[src/rtl/state_report_ctrl_pkg.sv]
// Shared definitions for the status-report controller and its frame formatter.
package state_report_ctrl_pkg;

  localparam int unsigned IDX_W         = 7;
  localparam int unsigned FRAME_LEN_DEF = 77;

  // Fixed framing bytes emitted by the formatter around the status payload
  localparam logic [7:0] FRAME_HDR_SYNC = 8'hA5;
  localparam logic [7:0] FRAME_HDR_TYPE = 8'h53;
  localparam logic [7:0] FRAME_FTR_END  = 8'h0A;

  typedef enum logic [1:0] {
    ST_IDLE  = 2'd0,
    ST_SNAP  = 2'd1,
    ST_FETCH = 2'd2,
    ST_SEND  = 2'd3
  } state_e;

endpackage

[src/rtl/period_ticker.sv]
// Free-running 0..PERIOD-1 counter; tick_c is high on the wrap cycle.
module period_ticker #(
  parameter int unsigned PERIOD = 50_000_000
) (
  input  logic clk,
  input  logic rst,
  output logic tick_c
);

  localparam int unsigned CNT_W = (PERIOD > 1) ? $clog2(PERIOD) : 1;
  localparam logic [CNT_W-1:0] CNT_LAST = CNT_W'(PERIOD - 1);

  logic [CNT_W-1:0] cnt_q, cnt_d;

  always_comb begin
    tick_c = (cnt_q == CNT_LAST);
    cnt_d  = tick_c ? '0 : cnt_q + CNT_W'(1);
  end

  always_ff @(posedge clk or posedge rst) begin
    if (rst) cnt_q <= '0;
    else     cnt_q <= cnt_d;
  end

endmodule

[src/rtl/state_report_ctrl.sv]
// Arbitrates report requests and walks the frame formatter byte by byte into the UART.
module state_report_ctrl
  import state_report_ctrl_pkg::*;
#(
  parameter int unsigned FRAME_LEN = FRAME_LEN_DEF,
  parameter int unsigned PERIOD    = 50_000_000
) (
  input  logic             clk,
  input  logic             rst,
  input  logic             match_found,
  input  logic             host_req,
  input  logic             tx_ready,
  output logic             tx_valid,
  output logic [IDX_W-1:0] byte_index,
  output logic             snapshot,
  output logic             frame_urgent,
  output logic             busy
);

  localparam logic [IDX_W-1:0] LAST_IDX = IDX_W'(FRAME_LEN - 1);

  state_e           state_q, state_d;
  logic             match_p_q, match_p_d;
  logic             host_p_q, host_p_d;
  logic             period_p_q, period_p_d;
  logic [IDX_W-1:0] byte_index_q, byte_index_d;
  logic             frame_urgent_q, frame_urgent_d;
  logic             tx_valid_q, tx_valid_d;
  logic             snapshot_q, snapshot_d;
  logic             busy_q, busy_d;
  logic             tick_c;

  period_ticker #(.PERIOD(PERIOD)) u_ticker (
    .clk    (clk),
    .rst    (rst),
    .tick_c (tick_c)
  );

  // Next state; events accumulate in sticky flags, the grant consumes only what it serves
  always_comb begin
    state_d        = state_q;
    match_p_d      = match_p_q | match_found;
    host_p_d       = host_p_q | host_req;
    period_p_d     = period_p_q | tick_c;
    byte_index_d   = byte_index_q;
    frame_urgent_d = frame_urgent_q;

    case (state_q)
      ST_IDLE: begin
        if (match_p_q || host_p_q || period_p_q) begin
          state_d      = ST_SNAP;
          byte_index_d = '0;
          if (match_p_q) begin
            match_p_d      = 1'b0;
            period_p_d     = tick_c;
            frame_urgent_d = 1'b1;
          end else if (host_p_q) begin
            host_p_d       = 1'b0;
            period_p_d     = tick_c;
            frame_urgent_d = 1'b0;
          end else begin
            period_p_d     = 1'b0;
            frame_urgent_d = 1'b0;
          end
        end
      end
      ST_SNAP:  state_d = ST_FETCH;
      ST_FETCH: state_d = ST_SEND;
      ST_SEND: begin
        if (tx_ready) begin
          if (byte_index_q == LAST_IDX) begin
            state_d        = ST_IDLE;
            byte_index_d   = '0;
            frame_urgent_d = 1'b0;
          end else begin
            state_d      = ST_FETCH;
            byte_index_d = byte_index_q + IDX_W'(1);
          end
        end
      end
      default: state_d = ST_IDLE;
    endcase

    tx_valid_d = (state_d == ST_SEND);
    snapshot_d = (state_d == ST_SNAP);
    busy_d     = (state_d != ST_IDLE);
  end

  always_ff @(posedge clk or posedge rst) begin
    if (rst) begin
      state_q        <= ST_IDLE;
      match_p_q      <= 1'b0;
      host_p_q       <= 1'b0;
      period_p_q     <= 1'b0;
      byte_index_q   <= '0;
      frame_urgent_q <= 1'b0;
      tx_valid_q     <= 1'b0;
      snapshot_q     <= 1'b0;
      busy_q         <= 1'b0;
    end else begin
      state_q        <= state_d;
      match_p_q      <= match_p_d;
      host_p_q       <= host_p_d;
      period_p_q     <= period_p_d;
      byte_index_q   <= byte_index_d;
      frame_urgent_q <= frame_urgent_d;
      tx_valid_q     <= tx_valid_d;
      snapshot_q     <= snapshot_d;
      busy_q         <= busy_d;
    end
  end

  assign tx_valid     = tx_valid_q;
  assign byte_index   = byte_index_q;
  assign snapshot     = snapshot_q;
  assign frame_urgent = frame_urgent_q;
  assign busy         = busy_q;

endmodule

[config.mk]
export PLATFORM = sky130hd
export DESIGN_NAME = state_report_ctrl
export DESIGN_NICKNAME = d
export VERILOG_FILES = /design/src/rtl/state_report_ctrl_pkg.sv /design/src/rtl/period_ticker.sv /design/src/rtl/state_report_ctrl.sv
export SDC_FILE = /design/constraint.sdc
export NUM_CORES = 1
export LEC_CHECK = 0
export CAP_MARGIN = 20
export CORE_MARGIN = 5
export CORE_UTILIZATION = 45
export CTS_CLUSTER_DIAMETER = 120
export DETAILED_ROUTE_END_ITERATION = 10
export DONT_BUFFER_PORTS = 1
export SETUP_SLACK_MARGIN = 0.1
export SLEW_MARGIN = 20
export SYNTH_ARGS = -nofsm -noshare
export SYNTH_HDL_FRONTEND = slang
export SYNTH_HIERARCHICAL = 1
export SYNTH_SLANG_ARGS = --single-unit
[constraint.sdc]
create_clock -name clk -period 1.8 [get_ports clk]
set_input_delay 0.36 -clock clk [delete_from_list [all_inputs] [get_ports clk]]
set_output_delay 0.36 -clock clk [all_outputs]
set_load 0.05 [all_outputs]
## After elaboration in Yosys (flattened, before gate mapping)

Index checks and enable logic that the tools add are counted.

- Reduce and logical (&&, ||, !) cells: 7
- Equality and inequality tests: 10
- Bitwise gates (word level): 3
- Add/subtract/negate cells: 2
- Multiplexer cells: 25

Operators with widths:

| operator | number |
|---|---|
| 26-bit by 1-bit adder with 26-bit output, second input constant | 1 |
| 26-bit equality test, second input constant | 1 |
| 26-bit 2-to-1 mux | 1 |
| 7-bit 2-to-1 mux | 3 |
| 1-bit 2-to-1 mux | 15 |
| 7-bit case mux with 2 select lines | 1 |
| 2-bit case mux with 4 select lines | 1 |
| 7-bit by 1-bit adder with 7-bit output, second input constant | 1 |
| 7-bit equality test, second input constant | 1 |
| 2-bit equality test, second input constant | 3 |
| 2-bit 2-to-1 mux | 3 |
| 2-bit inequality test, second input constant | 3 |
| 2-bit by 1-bit equality test with 1-bit output, second input constant | 2 |
| 4-bit AND reduction | 1 |
| 2-bit nonzero test | 2 |
| 1-bit OR | 3 |
| 3-bit AND reduction | 1 |
| 2-bit logical NOT | 1 |
| 1-bit logical OR | 2 |
| 1-bit case mux with 2 select lines | 1 |

- Register bits: 42
- Input port bits: 5
- Word-level logic and storage cells: 57
- Output and inout port bits: 11

## Longest topological paths before layout

Gate-level depths: netlist of run 1.

- Word-level depth: 5
- Depth in mapped cells: 7
- Depth with buffers taken out: 6

## Hierarchy

The synthesis of run 1 kept the hierarchy.

Modules (own cells, without submodules):

| module | cells an instance | area each (um^2) | instances | seq. area each (um^2) |
|---|---|---|---|---|
| period_ticker | 127 | 1298.7 | 1 | 650.6 |
| state_report_ctrl | 77 | 747.0 | 1 | 400.4 |

## Worst setup path before layout of run 1

OpenSTA, ideal clock, no wires.

- Kind: reg-to-reg
- Start: register u_ticker.cnt_q[2]
- End: register u_ticker.cnt_q[25]
- Path buffers: 1
- Data arrival time: 1.825 ns
- Slack: -0.102 ns
- Cell stages (with the launch flop): 6
- Required time: 1.723 ns
- Clock period less this slack: 1.902 ns
- Setup time: 0.077 ns
- Path through: dfrtp_1 -> nand4_2 -> or4_1 -> buf_2 -> or4_1 -> a21oi_1

- Cells in the longest elaborated chain, start to end: 2
- Elaborated cells between the ends (all ways): 3
- Classes of those cells: 1 x add/sub; 1 x eq/ne; 1 x mux

RTL lines:

| element | RTL line | text |
|---|---|---|
| from (decl) | period_ticker.sv:13 | `logic [CNT_W-1:0] cnt_q, cnt_d;` |
| from (signal assigned) | period_ticker.sv:22 | `else cnt_q <= cnt_d;` |
| 26-bit by 1-bit adder with 26-bit output or 26-bit equality test (tied branches) | period_ticker.sv:17, period_ticker.sv:16 |  |
| 26-bit 2-to-1 mux * | period_ticker.sv:17 | `cnt_d = tick_c ? '0 : cnt_q + CNT_W'(1);` |
| named net u_ticker.cnt_d[25] | period_ticker.sv:13 |  |

Mark *: on every way through the listed nets, which the timed path passes. The rest lies on a longest branch.
A chain may end at the register's enable or synchronous reset.

## Worst setup path in the final report of run 1

- Start: register u_ticker.cnt_q[0]
- End: register u_ticker.cnt_q[22]

The elaborated chain is that of the path after synthesis.

==> flow_summary.ini, run 1 <==
[outcome]
status = complete, but fails checks
violations = negative setup slack

[route]
num_vias = 1732
ant_nets = 0
wirelength_um = 4870
drt_iter0_markers = 137
avgViaCountPerCell = 5.83
remaining_drc_errors = 0
wire_per_inst_um = 16.4
drt-pass1-iter-count = 4

[cts]
clock_path_buffers = 2
cts_sinks = 42
htreeDepth = 2
cts_buffers = 5
cts.clk_slew.worst_paths_ns = 0.09
root_buffer = clkbuf_8
clk-insertion-delay-late_ns = 0.29
cts_tree = built

[pwr]
p_leak_nw = 1.11
vdd_drop_max_v = 0.000687
p_per_area_mw_per_mm2 = 979

[floorplan]
rows = 24
die_h_um = 77.4
fp.dieArea_mm2 = 0.00599
die_w_um = 77.4
start_util_pct = 46.7
coreArea_mm2 = 0.00438
io_pins = 16

[cells_and_area]
utilization_pct = 60.0
areaGrowthSynthToFinish_pct = 28.5
drive_above_1_share_pct = 32.2
diodes = 0
layout.nets = 253
fin_cells = 297

[sta]
setup_violations = 1
worst_slew_pin_slew_ns = 0.576
slew_violations = 0
fin_ws_ns = -0.0138
finClkSkew_ns = 0.0112
period_minus_slack_ns = 1.81
grt_setup_unrepaired = yes
hold_ws_ns = 0.000828
hold_viol_final = 0
maxSlewHeadroom_pct = 61.6
fmax_mhz = 551
period_share_pct = 101
final.setup.tns_ns = -0.0138

[worst_setup_path]
endpoint_kind = flip-flop
slowest_delay_ns = 0.49
reg2reg_to = u_ticker/cnt_q[22]$_DFF_PP0_
r2r_slack_ns = -0.01
path_delay_family = simple AND/OR/NAND/NOR gates
crit_type = reg -> reg
crit_fanout = 3
reg2regPathDepth = 5
critPathArrivalTime_ns = 2.03
cp.required_ns = 2.02
worstSetupStartpoint = u_ticker/cnt_q[0]$_DFF_PP0_
path_buf_inv = 0
crit_top_cell = or4_4
regToRegStartpoint = u_ticker/cnt_q[0]$_DFF_PP0_
cp-start-kind = flip-flop
path_cells = ha_2 > nand3_2 > or4_4 > or4_4 > a21oi_2
critical-path-slowest-cell = or4_4

[global_route]
grt_busiest_layer = met2
met3_usage_pct = 4.86
track_usage_pct = 16.3
grt_pass1_vias = 1749
grt_max_degree = 27
grt_pass1_wl_um = 7940
grt_use_met2_pct = 29.3
antenna_found_initial = 0
use_met1_pct = 18.2
grt_overflow = 0

[synthesis]
yosysSeqAreaShare_pct = 51.4
yosysTopAreaCell = dfrtp_1
syn_nets = 213
yosys_warnings = 6
synth.area.top_cells = dfrtp_1 (51%), xor2_1 (4.3%), a21oi_1 (3.2%)
netlist_instances = 204
syn_area_mm2 = 0.00205
synth_edf_count = 0
async_flop_share_pct = 100
synth_top_area_share_pct = 51.4
ys_seq_elements = 42
syn_area_per_cell_um2 = 10.0
synthDistinctLibCells = 36
synthFlopType = dfrtp_1

[placement]
portBuffers = 0
dp_cells = 279
dp_hpwl_um = 3280
gp_congestion = 0.820

[flow_run]
drv_cap = 0

[hold_path]
hp-class = in -> async
## cell type report
class                      instances  area, um^2
tap                               52        65.1
sequential                        42        1060
multi-input combinational        149        1070
inverter                           8        30.0
fill                             385        1760
timing repair buffer              38         300
clock inverter                     2        37.5
clock buffer                       6        72.6
## layout by cell type (no fill, tap or decap), drive strengths merged
cell type / count
mux2i: 2
nor3b: 1
a21oi: 13
clkbuf: 6
or3: 7
nand4: 9
nor4bb: 2
or4: 6
xnor2: 5
xor2: 10
clkinvlp: 1
inv: 8
and2: 1
a21boi: 1
and4: 4
nor2b: 1
buf: 38
nor3: 7
nor4: 1
o31ai: 7
or2: 2
o21bai: 1
and3: 5
nand4bb: 1
nor2: 15
nand2: 16
o21ai: 11
bufinv: 1
o2111ai: 1
nand3: 13
o31a: 2
ha: 4
o21a: 1
dfrtp: 42
## flip-flops by register name (all words and copies together), names as in the netlist
register / cells
host_p_q: 1
state_q: 2
u_ticker/cnt_q: 26
match_p_q: 1
busy: 1
byte_index: 7
frame_urgent: 1
period_p_q: 1
tx_valid: 1
snapshot: 1
## worst max path at each step
stage	endpoint	cells past startpoint
2_1_floorplan	u_ticker/cnt_q[22]$_DFF_PP0_	5
3_3_place_gp	u_ticker/cnt_q[22]$_DFF_PP0_	5
3_5_place_dp	u_ticker/cnt_q[22]$_DFF_PP0_	5
4_1_cts	u_ticker/cnt_q[22]$_DFF_PP0_	5
5_1_grt	u_ticker/cnt_q[22]$_DFF_PP0_	5
6_report	u_ticker/cnt_q[22]$_DFF_PP0_	5
## worst register-to-register path: stages, from the launching register on
cell     delay, ns
dfrtp_1       0.38
ha_2          0.22
nand3_2       0.10
or4_4         0.43
or4_4         0.49
a21oi_2       0.14
## cells by family after synthesis
group / count (synthesis) / synth area share (%)
and+or+nand+nor: 91 / 25.3
DFF: 42 / 51.4
AOI/OAI and AO/OA: 36 / 10.4
xor gates and xnor gates: 15 / 6.42
buffers and inverters: 14 / 3.12
adders and majority gates: 4 / 2.45
muxes: 2 / 0.979
## cell usage after synthesis (2+ instances only)
master / instances
xor2_1: 10
o21ai_0: 11
or3_2: 2
ha_1: 4
nor3_2: 2
inv_1: 8
buf_2: 3
nand3_1: 13
nor3_1: 5
or3_1: 5
dfrtp_1: 42
clkbuf_1: 2
o31ai_1: 7
mux2i_1: 2
nand2_1: 16
xnor2_1: 5
or4_1: 6
and4_1: 4
nor2_1: 15
nor4bb_1: 2
nand4_1: 8
and3_1: 5
or2_2: 2
a21oi_1: 13
## power breakdown
group	internal, mW	switching, mW
logic	0.201	0.487
registers	1.04	0.117
clock network	0.414	0.317
total	1.65	0.921
## stage by stage
| step | power (mW) | worst slack, ns | cell area [um^2] |
|---|---|---|---|
| final | 2.57 | -0.0138 | 2630 |
| after detailed placement | 1.86 | -0.0289 | 2310 |
| after global placement | 1.83 | 0.0482 | 2310 |
| after floorplan | 1.64 | -0.00756 | 2060 |
| after global routing | 2.71 | -0.108 | 2630 |
| after CTS | 2.60 | 0.0308 | 2490 |
## repair_timing
action	4_1_cts	5_1_grt
resized for setup	8	25
cloned	0	1
pin swaps	4	7
hold buffers	0	0
endpoints found under the setup margin	16	24
setup buffers	6	3
## routing by layer
layer	part of all wire [%]	vias to the layer above
li1	-	818
met1	42	876
met2	52	33
met3	4.6	5
met4	1.2	0
met5	0	-
Note: power is estimated with default switching activity, not from simulation.
==> inputs of run 2 (changes only) <==
--- a/config.mk
+++ b/config.mk
@@ -6,11 +6,14 @@
 export NUM_CORES = 1
 export LEC_CHECK = 0
 export CAP_MARGIN = 20
+export CELL_PAD_IN_SITES_DETAIL_PLACEMENT = 2
+export CELL_PAD_IN_SITES_GLOBAL_PLACEMENT = 2
 export CORE_MARGIN = 5
-export CORE_UTILIZATION = 45
+export CORE_UTILIZATION = 36
 export CTS_CLUSTER_DIAMETER = 120
 export DETAILED_ROUTE_END_ITERATION = 10
 export DONT_BUFFER_PORTS = 1
+export PLACE_DENSITY_LB_ADDON = 0.1
 export SETUP_SLACK_MARGIN = 0.1
 export SLEW_MARGIN = 20
 export SYNTH_ARGS = -nofsm -noshare
==> run 2 against run 1 <==
The flow still finishes with violations (negative setup slack). Clock power up 5.1%. Critical path depth is 1 lower. Sequential power about the same. Final area up 5.9%. Register-to-register slack got worse by 0.10 ns. Final cell count increased by 8.1%. Die area up 22%. Routed wire length increased by 47%. First-iteration DRC count shrank 56%. Non-clock buffer count rose by 5. Clock skew decreased by 0.0017 ns. Worst hold slack better by 0.015 ns. Largest cell class unchanged.
==> flow_summary.ini, run 2 (synthesis results as in run 1) <==
[sta]
finClkSkew_ns = 0.00945
grt_setup_unrepaired = yes
fin_ws_ns = -0.113
period_minus_slack_ns = 1.91
slew_violations = 0
maxSlewHeadroom_pct = 59.1
hold_viol_final = 0
worst_slew_pin_slew_ns = 0.613
period_share_pct = 106
setup_violations = 17
fmax_mhz = 523

[route]
drt-pass1-iter-count = 4
avgViaCountPerCell = 5.60
remaining_drc_errors = 0
num_vias = 1797
drt_iter0_markers = 60
wire_per_inst_um = 22.3
ant_nets = 0
wirelength_um = 7160

[global_route]
grt_pass1_wl_um = 10700
track_usage_pct = 18.6
grt_pass1_vias = 2071
grt_overflow = 0
antenna_found_initial = 0
grt_max_degree = 27

[pwr]
p_per_area_mw_per_mm2 = 941
internal-power_mw = 1.65
power_frac_seq_pct = 44.7
vdd_drop_max_v = 0.000700
p_sw_mw = 0.970
switching_share_pct = 37.0
clkPwrFrac_pct = 29.3
combinationalPowerShare_pct = 26.0
p_leak_nw = 1.16

[worst_setup_path]
critPathArrivalTime_ns = 2.14
cp-start-kind = flip-flop
crit_fanout = 7
cp.required_ns = 2.02
crit_type = reg -> reg
r2r_slack_ns = -0.11
endpoint_kind = flip-flop

[floorplan]
die_h_um = 85.4
fp.dieArea_mm2 = 0.00729
die_w_um = 85.4
coreArea_mm2 = 0.00551
io_pins = 16
rows = 27
start_util_pct = 37.2

[cells_and_area]
drive_above_1_share_pct = 38.2
fin_cells = 321
finalInstanceArea_mm2 = 0.00279
largest_register_ff_count = 26
areaGrowthSynthToFinish_pct = 36.1
utilization_pct = 50.6
layout.nets = 257
mostFrequentLayoutCells = dfrtp_1 (37), buf_4 (37), nand2_1 (15)
top_register = u_ticker/cnt_q
diodes = 0

[placement]
dp_hpwl_um = 4370
gp_congestion = 0.782
dp_cells = 304
place_area_mm2 = 0.00237
portBuffers = 0

[cts]
htreeDepth = 2
clk-insertion-delay-late_ns = 0.29
cts_sinks = 42
cts_buffers = 5
clock_path_buffers = 2
ctsHoldBuffers = 0
cts_tree = built
cts.clk_slew.worst_paths_ns = 0.09
root_buffer = clkbuf_8

[outcome]
violations = negative setup slack
status = complete, but fails checks

[hold_path]
hp-class = in -> async

[flow_run]
drv_cap = 0
[run 2: changes by cell type in the layout (fill, tap and decap cells not counted), moves of 3 or more]
cell / previous run / this run
buf_4: 34 / 37
nor2_1: 12 / 7
nor2_4: 1 / 5
o31ai_1: 6 / 2
[run 2: critical path: stages (launching register included)]
cell and delay (ns):
dfrtp_2 0.43, nand4_1 0.19, or4_4 0.59, or4_4 0.47
a21oi_4 0.16
[run 2: path summary, 6_finish.rpt]
check,from,cells past startpoint,endpoint
worst max-delay path,u_ticker/cnt_q[1]$_DFF_PP0_,4,u_ticker/cnt_q[23]$_DFF_PP0_
worst min-delay path,rst,1,snapshot$_DFF_PP0_
worst max register to register,u_ticker/cnt_q[1]$_DFF_PP0_,4,u_ticker/cnt_q[23]$_DFF_PP0_
worst min register to register,u_ticker/cnt_q[18]$_DFF_PP0_,1,u_ticker/cnt_q[18]$_DFF_PP0_
max in group asynchronous,rst,1,byte_index[0]$_DFFE_PP0P_
min in group clk,match_found,1,match_p_q$_DFF_PP0_
[run 2: repair_timing]
item	4_1_cts	5_1_grt
endpoints found under the setup margin	22	24
cloned	1	0
resized for setup	14	41
setup buffers	1	7
pin swaps	5	11
[run 2: final cells by class]
type                    instances  area, um^2
clock buffers                   5        68.8
fillers                       570        2720
inverters                       8        30.0
clock inverters                 3        45.0
well taps                      72        90.1
multi-input cells             148        1150
repair buffers                 43         345
flip-flops and latches         42        1060
[run 2: metal layers]
layer / share of wire, % / track usage [%] / wire [um] / vias up
met4: 1.9 / 5.76 / 134 / 0
met3: 2.7 / 4.27 / 196 / 12
met2: 55 / 35.1 / 3930 / 33
met1: 40 / 20.5 / 2900 / 931
li1: - / - / - / 821
met5: 0 / 0 / 0 / -
[run 2: power by group through the flow]
stage	clock [mW]	sequential, mW	combinational, mW
after floorplan	0	1.45	0.193
after global placement	0	1.18	0.659
after detailed placement	0	1.19	0.683
after CTS	0.788	1.17	0.685
after global routing	0.827	1.19	0.739
final	0.768	1.17	0.683
[run 2: metrics by stage]
stage	setup WS [ns]	setup TNS [ns]	hold WS, ns	total power, mW
floorplan	-0.00756	-0.00756	0.274	1.64
global placement	0.0147	0	0.334	1.84
detailed placement	-0.172	-0.264	0.352	1.87
CTS	-0.0759	-0.208	0.0196	2.64
global route	-0.180	-2.44	0.0540	2.75
finish	-0.113	-0.939	0.0156	2.62
